`config.mk`:
```
export PLATFORM = sky130hd
export DESIGN_NAME = i2c_sample_sequencer
export DESIGN_NICKNAME = d
export VERILOG_FILES = /design/src/rtl/i2c_pkg.sv /design/src/rtl/i2c_down_counter.sv /design/src/rtl/i2c_sample_sequencer.sv
export SDC_FILE = /design/constraint.sdc
export NUM_CORES = 1
export LEC_CHECK = 0
export ABC_CLOCK_PERIOD_IN_PS = 4180
export CORE_MARGIN = 2
export CORE_UTILIZATION = 35
export DETAILED_ROUTE_END_ITERATION = 16
export HOLD_SLACK_MARGIN = 0.15
export MAX_ROUTING_LAYER = met4
export PLACE_DENSITY = 0.65
export SYNTH_ARGS = -nofsm -noshare
export SYNTH_HDL_FRONTEND = slang
export SYNTH_SLANG_ARGS = --single-unit
```
`constraint.sdc`:
```
create_clock -name i2c_clk -period 4.18 [get_ports i2c_clk]
set_clock_uncertainty 0.2 [all_clocks]
set_input_delay 1.045 -clock i2c_clk [delete_from_list [all_inputs] [get_ports i2c_clk]]
set_output_delay 1.045 -clock i2c_clk [all_outputs]
set_load 0.01 [all_outputs]
```
`src/rtl/i2c_pkg.sv`:
```
// Shared types and defaults for the I2C sample sequencer.
// Sequencer states and default device/register addresses.
package i2c_pkg;

    typedef enum logic [2:0] {
        S_IDLE,
        S_WAIT,
        S_CMD,
        S_RESP,
        S_OUT
    } state_t;

    localparam logic [6:0] DEF_DEV_ADDR = 7'h29;
    localparam logic [7:0] DEF_BASE_REG = 8'h77;

endpackage

```
`src/rtl/i2c_down_counter.sv`:
```
// Loadable down counter that stops at zero.
// Used for the sample period and the read timeout.
module i2c_down_counter #(
    parameter int W = 8
) (
    input  logic         i2c_clk,
    input  logic         reset,
    input  logic         load,
    input  logic [W-1:0] load_val,
    input  logic         en,
    output logic         zero
);

    logic [W-1:0] count;

    always_ff @(posedge i2c_clk) begin
        if (reset) begin
            count <= '0;
        end else if (load) begin
            count <= load_val;
        end else if (en && count != '0) begin
            count <= count - 1'b1;
        end
    end

    assign zero = (count == '0);

endmodule

```
`src/rtl/i2c_sample_sequencer.sv`:
```
// Periodic multi-byte register sampler on top of a single-byte I2C read master.
// Retries failed reads, abandons a sample after too many, counts abandons.
module i2c_sample_sequencer
    import i2c_pkg::*;
#(
    parameter logic [6:0] DEV_ADDR  = DEF_DEV_ADDR,
    parameter logic [7:0] BASE_REG  = DEF_BASE_REG,
    parameter int         N_BYTES   = 2,
    parameter int         PERIOD    = 1000,
    parameter int         TIMEOUT   = 64,
    parameter int         MAX_RETRY = 2
) (
    input  logic                 i2c_clk,
    input  logic                 reset,
    input  logic                 enable,
    output logic                 cmd_valid,
    input  logic                 cmd_ready,
    output logic [6:0]           cmd_dev,
    output logic [7:0]           cmd_reg,
    input  logic                 rd_done,
    input  logic                 rd_nack,
    input  logic [7:0]           rd_data,
    output logic                 smp_valid,
    input  logic                 smp_ready,
    output logic [8*N_BYTES-1:0] smp_data,
    output logic                 err_pulse,
    output logic [7:0]           err_count,
    output logic                 busy
);

    localparam int SW = 8 * N_BYTES;
    localparam int PW = $clog2(PERIOD);
    localparam int TW = $clog2(TIMEOUT);
    localparam int RW = $clog2(MAX_RETRY + 2);

    state_t        state;
    state_t        state_nxt;
    logic [1:0]    byte_idx;
    logic [1:0]    byte_idx_nxt;
    logic [RW-1:0] retry;
    logic [RW-1:0] retry_nxt;
    logic [SW-1:0] sbuf;
    logic [SW-1:0] sbuf_nxt;
    logic          load_smp;
    logic          err_nxt;
    logic [7:0]    err_count_nxt;

    logic per_load;
    logic per_zero;
    logic to_load;
    logic to_zero;

    i2c_down_counter #(.W(PW)) u_period (
        .i2c_clk  (i2c_clk),
        .reset    (reset),
        .load     (per_load),
        .load_val (PW'(PERIOD - 1)),
        .en       (state == S_WAIT),
        .zero     (per_zero)
    );

    i2c_down_counter #(.W(TW)) u_timeout (
        .i2c_clk  (i2c_clk),
        .reset    (reset),
        .load     (to_load),
        .load_val (TW'(TIMEOUT - 1)),
        .en       (state == S_RESP),
        .zero     (to_zero)
    );

    always_ff @(posedge i2c_clk) begin
        if (reset) begin
            state     <= S_IDLE;
            byte_idx  <= '0;
            retry     <= '0;
            sbuf      <= '0;
            smp_data  <= '0;
            err_pulse <= 1'b0;
            err_count <= '0;
        end else begin
            state     <= state_nxt;
            byte_idx  <= byte_idx_nxt;
            retry     <= retry_nxt;
            sbuf      <= sbuf_nxt;
            err_pulse <= err_nxt;
            err_count <= err_count_nxt;
            if (load_smp) begin
                smp_data <= sbuf_nxt;
            end
        end
    end

    // A read that completes on the timeout cycle still counts as success.
    always_comb begin
        state_nxt    = state;
        byte_idx_nxt = byte_idx;
        retry_nxt    = retry;
        sbuf_nxt     = sbuf;
        load_smp     = 1'b0;
        err_nxt      = 1'b0;
        per_load     = 1'b0;
        to_load      = 1'b0;
        unique case (state)
            S_IDLE: begin
                if (enable) begin
                    state_nxt = S_WAIT;
                    per_load  = 1'b1;
                end
            end
            S_WAIT: begin
                if (!enable) begin
                    state_nxt = S_IDLE;
                end else if (per_zero) begin
                    state_nxt    = S_CMD;
                    byte_idx_nxt = '0;
                    retry_nxt    = '0;
                end
            end
            S_CMD: begin
                if (cmd_ready) begin
                    state_nxt = S_RESP;
                    to_load   = 1'b1;
                end
            end
            S_RESP: begin
                if (rd_done && !rd_nack) begin
                    for (int i = 0; i < N_BYTES; i++) begin
                        if (byte_idx == 2'(i)) begin
                            sbuf_nxt[8*(N_BYTES-1-i) +: 8] = rd_data;
                        end
                    end
                    retry_nxt = '0;
                    if (byte_idx == 2'(N_BYTES - 1)) begin
                        state_nxt = S_OUT;
                        load_smp  = 1'b1;
                    end else begin
                        state_nxt    = S_CMD;
                        byte_idx_nxt = byte_idx + 2'd1;
                    end
                end else if (rd_done || to_zero) begin
                    if (retry < RW'(MAX_RETRY)) begin
                        state_nxt = S_CMD;
                        retry_nxt = retry + RW'(1);
                    end else begin
                        state_nxt = S_WAIT;
                        per_load  = 1'b1;
                        err_nxt   = 1'b1;
                    end
                end
            end
            S_OUT: begin
                if (smp_ready) begin
                    state_nxt = enable ? S_WAIT : S_IDLE;
                    per_load  = enable;
                end
            end
            default: begin
                state_nxt = S_IDLE;
            end
        endcase
    end

    assign err_count_nxt = (err_nxt && err_count != 8'hFF)
                         ? err_count + 8'd1 : err_count;

    assign cmd_valid = (state == S_CMD);
    assign cmd_dev   = DEV_ADDR;
    assign cmd_reg   = cmd_valid ? BASE_REG + {6'd0, byte_idx} : 8'h00;
    assign smp_valid = (state == S_OUT);
    assign busy      = (state == S_CMD) || (state == S_RESP);

endmodule

```
# [Word level (Yosys, flattened, before mapping)]
# Cells that the tools add are included.
[word_totals] ff_bits=64 inputBits=15 output_inout_bits=43 elab_cells=94
[classes] add_sub_neg=6 n_lt_le_gt_ge=1 n_eq_ne=16 n_mux=41 reduce_logical=20
[op_table] operator="16-bit two-way mux" n=2
[op_table] operator="3-bit two-way mux" n=8
[op_table] operator="8-bit two-way mux" n=3
[op_table] operator="10-bit two-way mux" n=2
[op_table] operator="2-bit two-way mux" n=8
[op_table] operator="3-bit one-hot mux with 5 select lines" n=1
[op_table] operator="5-bit AND reduction" n=3
[op_table] operator="1-bit two-way mux" n=12
[op_table] operator="6-bit two-way mux" n=2
[op_table] operator="10-bit logical NOT" n=1
[op_table] operator="2-bit != test (second input constant)" n=5
[op_table] operator="10-bit nonzero test" n=1
[op_table] operator="10-bit by 1-bit subtractor with 10-bit output (second input constant)" n=1
[op_table] operator="3-bit != test (second input constant)" n=3
[op_table] operator="7-bit by 2-bit adder with 8-bit output (first input constant)" n=1
[op_table] operator="8-bit by 1-bit adder with 8-bit output (second input constant)" n=1
[op_table] operator="8-bit != test (second input constant)" n=1
[op_table] operator="2-bit one-hot mux with 2 select lines" n=2
[op_table] operator="3-bit by 2-bit equality test with 1-bit output (second input constant)" n=2
[op_table] operator="6-bit logical NOT" n=1
[op_table] operator="2-bit nonzero test" n=3
[op_table] operator="6-bit nonzero test" n=1
[op_table] operator="6-bit by 1-bit subtractor with 6-bit output (second input constant)" n=1
[op_table] operator="2-bit by 1-bit adder with 2-bit output (second input constant)" n=2
[op_table] operator="other kinds (12)" n=17

# [Depth between registers and ports, before layout]
# Gate-level depths: netlist of the first run.
[depth] depth_word=6 mapped_depth=7

# [Cells and area by module]
# A second synthesis of the first run with hierarchy kept.
[hier_totals] hier_cells=354 area_unflattened_um2=3032.9
[modules_own_cells] module="i2c_sample_sequencer" instances=1 cells_per_inst=240 area_each_um2=2034.5 seq_area_each_um2=800.8
[modules_own_cells] module="i2c_down_counter (u_period)" instances=1 cells_per_inst=72 area_each_um2=626.9 seq_area_each_um2=200.2
[modules_own_cells] module="i2c_down_counter (u_timeout)" instances=1 cells_per_inst=42 area_each_um2=371.6 seq_area_each_um2=120.1

# [Worst setup path before layout of the first run]
# Ideal clock, no wire load.
[synth_path] path_kind="register to output" from="reg state[1]" to="out cmd_reg[2]" arrival_ns=1.421 path_slack_ns=1.514 path_stages_with_launch=6 path_buffers=1 cell_sequence="dfxtp_1 > clkbuf_1 > nor2b_1 > nand2b_1 > inv_1 > and2_1"
[synth_between] elab_chain_len=2
[synth_rtl] element="start: declaration" line="i2c_sample_sequencer.sv:36" source="state_t state;"
[synth_rtl] element="start signal: assignment" line="i2c_sample_sequencer.sv:81" source="state <= state_nxt;"
[synth_rtl] element="3-bit by 2-bit equality test with 1-bit output" line="i2c_sample_sequencer.sv:166" source="assign cmd_valid = (state == S_CMD);"
[synth_rtl] element="net cmd_valid" line="i2c_sample_sequencer.sv:16" source="output logic cmd_valid,"
[synth_rtl] element="8-bit two-way mux" line="i2c_sample_sequencer.sv:168" source="assign cmd_reg = cmd_valid ? BASE_REG + {6'd0, byte_idx} : 8'h00;"
[synth_rtl] element="end: declaration" line="i2c_sample_sequencer.sv:19" source="output logic [7:0] cmd_reg,"
# The timed path passes the listed nets, and every way through them passes these cells.

# [Worst setup path after layout of the first run]
[layout_path] from="reg state[1]" to="out cmd_reg[2]"
[layout_between] elab_chain_len=2
[layout_rtl] element="3-bit by 2-bit equality test with 1-bit output" line="i2c_sample_sequencer.sv:166"
[layout_rtl] element="8-bit two-way mux" line="i2c_sample_sequencer.sv:168"
# No other way between the ends.

==> flow_metrics.tcl, run 1 <==
set metrics [dict create \
    synth_edf_count 0 \
    io_buffers 49 \
    synthArstFlopShare 0 \
    post-synth-top-count-cell "dfxtp_1" \
    p_sw_frac 0.290 \
    via_per_inst 5.19 \
    r2r-end "smp_data[11]$_SDFFE_PP0P_" \
    layout.nets 382 \
    die_w_um 93.6 \
    cap_violations 0 \
    clock_latency_ns 0.32 \
    worstMarginPinSlew_ns 0.696 \
    syn2layout_area_growth_pct 20.3 \
    hold_path_end "smp_data[7]$_SDFFE_PP0P_" \
    p_per_area_nw_per_um2 312 \
    grt_pass1_vias 2170 \
    outcome "completed" \
    clock.fmax_ghz 0.296 \
    routabilityCongestion 0.775 \
    p_comb_frac 0.160 \
    overflow 0 \
    wirelength_um 6150 \
    synth-seq-area-share 0.399 \
    ant_nets 0 \
    setup_viol 0 \
    yosys-top-cells-area "dfxtp_1, a21oi_1, mux2i_1" \
    synth_commonest_cells "dfxtp_1, nor2_1, a21oi_1" \
    power_mw 1.06 \
    worst_slack_ns 0.806 \
    post_drt_wl_per_cell_um 13.3 \
    final_hold_viol_count 0 \
    synth_top_cell_by_area "dfxtp_1" \
    rows 32 \
    p_seq_frac 0.544 \
    dpl.hpwl_um 4370 \
    postSynthAreaPerCell_um2 8.54 \
    cts_setup_buffers 0 \
    holdPathStages 2 \
    firstDrtPassIters 4 \
    clkPwrFrac 0.296 \
    num_antenna_cells 0 \
    cts_resized 0 \
    post-route-min-period_ns 3.37 \
    p_int_mw 0.750 \
    arrival_ns 2.13 \
    p_switching_mw 0.306 \
    holdWs_ns 0.266 \
    postLayoutCoreUtil 0.435 \
    drc 0 \
    grt_start_max_net_pins 33 \
    startpoint_type "flip-flop" \
    yosysWarnings 0 \
    die_area_um2 8760 \
    synthFlopType "dfxtp_1" \
    worstSetupPathType "reg2out" \
    r2r_start "state[1]$_SDFFE_PP0P_" \
    synth_cells 329 \
    drtIter0Drc 124 \
    p_leak_nw 1.15 \
    rr_worst_depth 4 \
    yosysUniqueCellTypes 51 \
    io_pins 58 \
    die_h_um 93.6 \
    cp-end-kind "output port" \
    initial_core_util 0.362 \
    cts_buffer_depth 2 \
    yosysTopAreaCellShare 0.399 \
    cts_inserted_buffers 5 \
    clkSinkCount 56 \
    clk_pin_slew_ns 0.11 \
    rsz0062_at_grt "no" \
    coreArea_um2 7770 \
    hp-start "smp_data[7]$_SDFFE_PP0P_" \
    cts_root_buf "clkbuf_8" \
    syn_area_um2 2810 \
    cts_max_level 2 \
    drive_gt1_frac 0.0691 \
    cp_max_fo 14 \
    r2r_slack_ns 1.84 \
    vias 2409 \
    pre_cts_ws_ns 0.877 \
    ctsHoldBuffers 0 \
    drv_slew 0 \
    cts_tree "done" \
    antenna_found_initial 0 \
    ys_ff_latch 56 \
    peakVddDrop_v 0.000151 \
    worst_slew_margin_rel 0.532 \
    cp_data_required_time_ns 2.93 \
    grtUsageTotal 0.148 \
    tns_ns 0 \
    hp-class "reg2reg" \
    grt_pass1_wl_um 10200 \
    fin_crit_sh 0.807 \
]
==> critical path, stage by stage, from the launching register on <==
cell and delay (ns):
dfxtp_1 0.61, nor2b_1 0.25, nand2b_1 0.14, inv_1 0.16, and2_1 0.14, clkdlybuf4s50_1 0.52
==> flip-flops by register name, indices dropped and copies added, names as in the netlist <==
signal           flops
err_count            8
sbuf                 8
retry                2
u_timeout.count      6
u_period.count      10
err_pulse            1
state                3
byte_idx             2
smp_data            16
==> worst max path at each step <==
stage,start,end,slack [ns],cells past startpoint
6_report,state[1]$_SDFFE_PP0P_,cmd_reg[2],0.81,5
5_1_grt,state[1]$_SDFFE_PP0P_,cmd_reg[2],0.60,5
4_1_cts,state[1]$_SDFFE_PP0P_,cmd_reg[2],0.78,5
3_5_place_dp,rd_done,smp_data[13]$_SDFFE_PP0P_,0.88,5
3_3_place_gp,rd_done,smp_data[15]$_SDFFE_PP0P_,0.94,5
2_1_floorplan,state[1]$_SDFFE_PP0P_,cmd_reg[2],1.51,5
==> per-layer routing <==
metal	wire, um	global-route usage	part of all wire
met3	342	0.0395	0.056
met5	0	-	0
met1	2990	0.196	0.49
met4	31	0.0290	0.0050
met2	2790	0.229	0.45
==> cells by family after synthesis <==
| group | count (synthesis) | synth area share |
|---|---|---|
| compound gates | 73 | 0.167 |
| xor+xnor | 7 | 0.0218 |
| fa+ha+maj | 6 | 0.0267 |
| buf+inv | 43 | 0.0779 |
| flops | 56 | 0.399 |
| mux | 17 | 0.0623 |
| other cells | 2 | 0.00267 |
| simple gates | 125 | 0.243 |
==> power groups by stage <==
stage	Sequential [mW]	Combinational (mW)	Clock [mW]
after floorplan	0.578	0.135	0
after global placement	0.586	0.167	0
after detailed placement	0.586	0.169	0
after CTS	0.574	0.170	0.321
after global routing	0.578	0.189	0.347
final	0.574	0.169	0.313
==> stage by stage <==
stage | instance area (um2) | instances
final | 3380 | 464
after global routing | 3380 | 464
after CTS | 3380 | 464
after detailed placement | 3290 | 456
after global placement | 3290 | 456
after floorplan | 2830 | 335
==> cell usage in the layout (no fill, tap or decap), drive strengths merged, types with 2 or more instances in the layout <==
master,n
or3b,2
mux2i,13
clkbuf,5
nand4,4
o31ai,6
nand3b,2
o22ai,3
nand3,11
or4b,3
a211oi,9
xnor2,3
nor3,5
nand4b,2
nor4,2
or4,5
nand2,28
o21ai,5
nand2b,7
conb,8
o211ai,3
inv,12
and3,4
a21oi,31
clkdlybuf4s50,48
and2,2
a311oi,2
dfxtp,56
a31oi,6
nor3b,4
buf,4
mux2,4
nor2b,3
nor2,32
or3,6
xor2,4
ha,6
==> layout make-up <==
class                      count  area (um2)
fill                         783        4390
multi-input combinational    236        1490
sequential                    56        1120
timing repair buffer          52         508
tap                          102         128
clock buffer                   5        68.8
inverter                      10        37.5
clock inverter                 3        25.0
No activity file was read; power rests on OpenSTA's default activity.
==> run 2: changes to the inputs <==
Settings changed: ABC_CLOCK_PERIOD_IN_PS 4180 to 3300.
Clock period 4.18 ns to 3.3 ns, I/O delays scaled along.
==> run 2 against run 1 <==
  * Clock power grew 26%
  * Critical path depth did not move
  * Non-clock buffer count rose by 3
  * First-iteration DRC count fell by 15%
  * Worst hold slack worse by 0.0039 ns
  * Total power rose by 27%
  * Flip-flop and latch count unchanged
  * Final cell count rose by 0.65%
  * Via count grew 0.37%
  * Global-route usage grew 0.44 points
  * Setup slack got worse by 0.52 ns
  * Critical endpoint unchanged
  * Highest routed layer unchanged
==> flow_metrics.tcl, run 2 (synthesis results as in run 1) <==
set metrics [dict create \
    wirelength_um 6320 \
    p_int_mw 0.954 \
    drtIter0Drc 106 \
    layout_commonest_cell "dfxtp_1" \
    rows 32 \
    worst_slack_ns 0.287 \
    drv_slew 0 \
    largest_reg_flops 16 \
    cp_max_fo 13 \
    die_area_um2 8760 \
    cts_buffer_depth 2 \
    p_comb_frac 0.167 \
    ant_nets 0 \
    hp-class "reg2reg" \
    crit_start "state[2]$_SDFFE_PP0P_" \
    cap_violations 0 \
    fin_crit_sh 0.913 \
    cts_tree "done" \
    io_pins 58 \
    peakVddDrop_v 0.000164 \
    dpl.hpwl_um 4480 \
    cp-end-kind "output port" \
    pre_cts_ws_ns 0.393 \
    tns_ns 0 \
    worst_slew_margin_rel 0.551 \
    final_hold_viol_count 0 \
    p_sw_frac 0.290 \
    grt_start_max_net_pins 38 \
    clock.fmax_ghz 0.332 \
    cts_setup_buffers 0 \
    r2r-end "u_period.count[9]$_SDFFE_PP0P_" \
    overflow 0 \
    top_regs "smp_data: 16 flops, u_period.count: 10 flops" \
    cts_inserted_buffers 5 \
    rsz0062_at_grt "no" \
    grt_pass1_wl_um 10400 \
    startpoint_type "flip-flop" \
    final_cell_mix "dfxtp_1, clkdlybuf4s50_1, nor2_1, a21oi_1, nand2_1" \
    ctsHoldBuffers 0 \
    outcome "completed" \
    num_antenna_cells 0 \
    initial_core_util 0.362 \
    worstSetupPathType "reg2out" \
    multi_input_area_um2 1490 \
    routabilityCongestion 0.786 \
    clock_latency_ns 0.31 \
    layout.nets 385 \
    p_seq_frac 0.540 \
    cts_resized 0 \
    grt_pass1_vias 2256 \
    setup_viol 0 \
    clkPwrFrac 0.294 \
    p_switching_mw 0.390 \
    holdPathStages 2 \
    instances_no_fill 467 \
    die_h_um 93.6 \
    clk_pin_slew_ns 0.11 \
    r2r_slack_ns 1.06 \
    p_per_area_nw_per_um2 395 \
    critical_path.endpoint "cmd_reg[2]" \
    top_register "smp_data" \
    r2r_start "state[0]$_SDFFE_PP0P_" \
    syn2layout_area_growth_pct 21.1 \
    drc 0 \
    via_per_inst 5.18 \
    cts_max_level 2 \
    firstDrtPassIters 4 \
    die_w_um 93.6 \
    rr_worst_depth 4 \
    register_area_um2 1120 \
    drive_gt1_frac 0.0767 \
    nFillCells 788 \
    post_drt_wl_per_cell_um 13.5 \
    cp_data_required_time_ns 2.27 \
    worstMarginPinSlew_ns 0.673 \
    antenna_found_initial 0 \
    p_leak_nw 1.17 \
    arrival_ns 1.99 \
    io_buffers 49 \
    clkSinkCount 56 \
    vias 2418 \
    placed_cells 459 \
    coreArea_um2 7770 \
    post-route-min-period_ns 3.01 \
    cts_root_buf "clkbuf_8" \
    grtUsageTotal 0.152 \
]
run 2: power groups by stage:
stage | clock [mW] | combinational, mW | sequential [mW]
2_1_floorplan | 0 | 0.171 | 0.732
3_3_place_gp | 0 | 0.219 | 0.739
3_5_place_dp | 0 | 0.224 | 0.740
4_1_cts | 0.412 | 0.225 | 0.725
5_1_grt | 0.439 | 0.251 | 0.730
6_report | 0.395 | 0.224 | 0.725
run 2: through the flow:
step           hold slack (ns)  cell area [um2]  power, mW   util
6_report                 0.262             3400       1.34  0.438
5_1_grt                  0.282             3400       1.42  0.438
4_1_cts                  0.265             3400       1.36  0.438
3_5_place_dp             0.249             3310      0.964  0.426
3_3_place_gp             0.249             3310      0.958  0.426
2_1_floorplan            0.248             2830      0.903      -
run 2: worst min path at each step:
stage / startpoint / end / slack, ns
after detailed placement: smp_data[4]$_SDFFE_PP0P_ / smp_data[4]$_SDFFE_PP0P_ / 0.25
after floorplan: byte_idx[1]$_SDFFE_PP0P_ / byte_idx[1]$_SDFFE_PP0P_ / 0.25
final: smp_data[5]$_SDFFE_PP0P_ / smp_data[5]$_SDFFE_PP0P_ / 0.26
after CTS: smp_data[4]$_SDFFE_PP0P_ / smp_data[4]$_SDFFE_PP0P_ / 0.27
after global routing: smp_data[3]$_SDFFE_PP0P_ / smp_data[3]$_SDFFE_PP0P_ / 0.28
after global placement: smp_data[3]$_SDFFE_PP0P_ / smp_data[3]$_SDFFE_PP0P_ / 0.25
run 2: critical path: stages, from the launching register on:
cell and delay, ns:
dfxtp_1 0.44, nor2b_1 0.27, nand2b_1 0.16, inv_1 0.16, and2_1 0.14, clkdlybuf4s50_1 0.52
run 2: layout make-up:
| class | instances | share of cell area |
|---|---|---|
| clock inverters | 3 | 0.00735 |
| repair buffers | 55 | 0.156 |
| well taps | 102 | 0.0375 |
| clock buffers | 5 | 0.0202 |
| flip-flops and latches | 56 | 0.329 |
| multi-input cells | 236 | 0.439 |
| inverters | 10 | 0.0110 |
run 2: routing by layer:
metal,up-vias,routed length (um),track usage
met3,7,258,0.0258
met1,1137,3030,0.199
met2,58,2950,0.239
met5,-,0,-
met4,0,77,0.0531
li1,1216,-,-
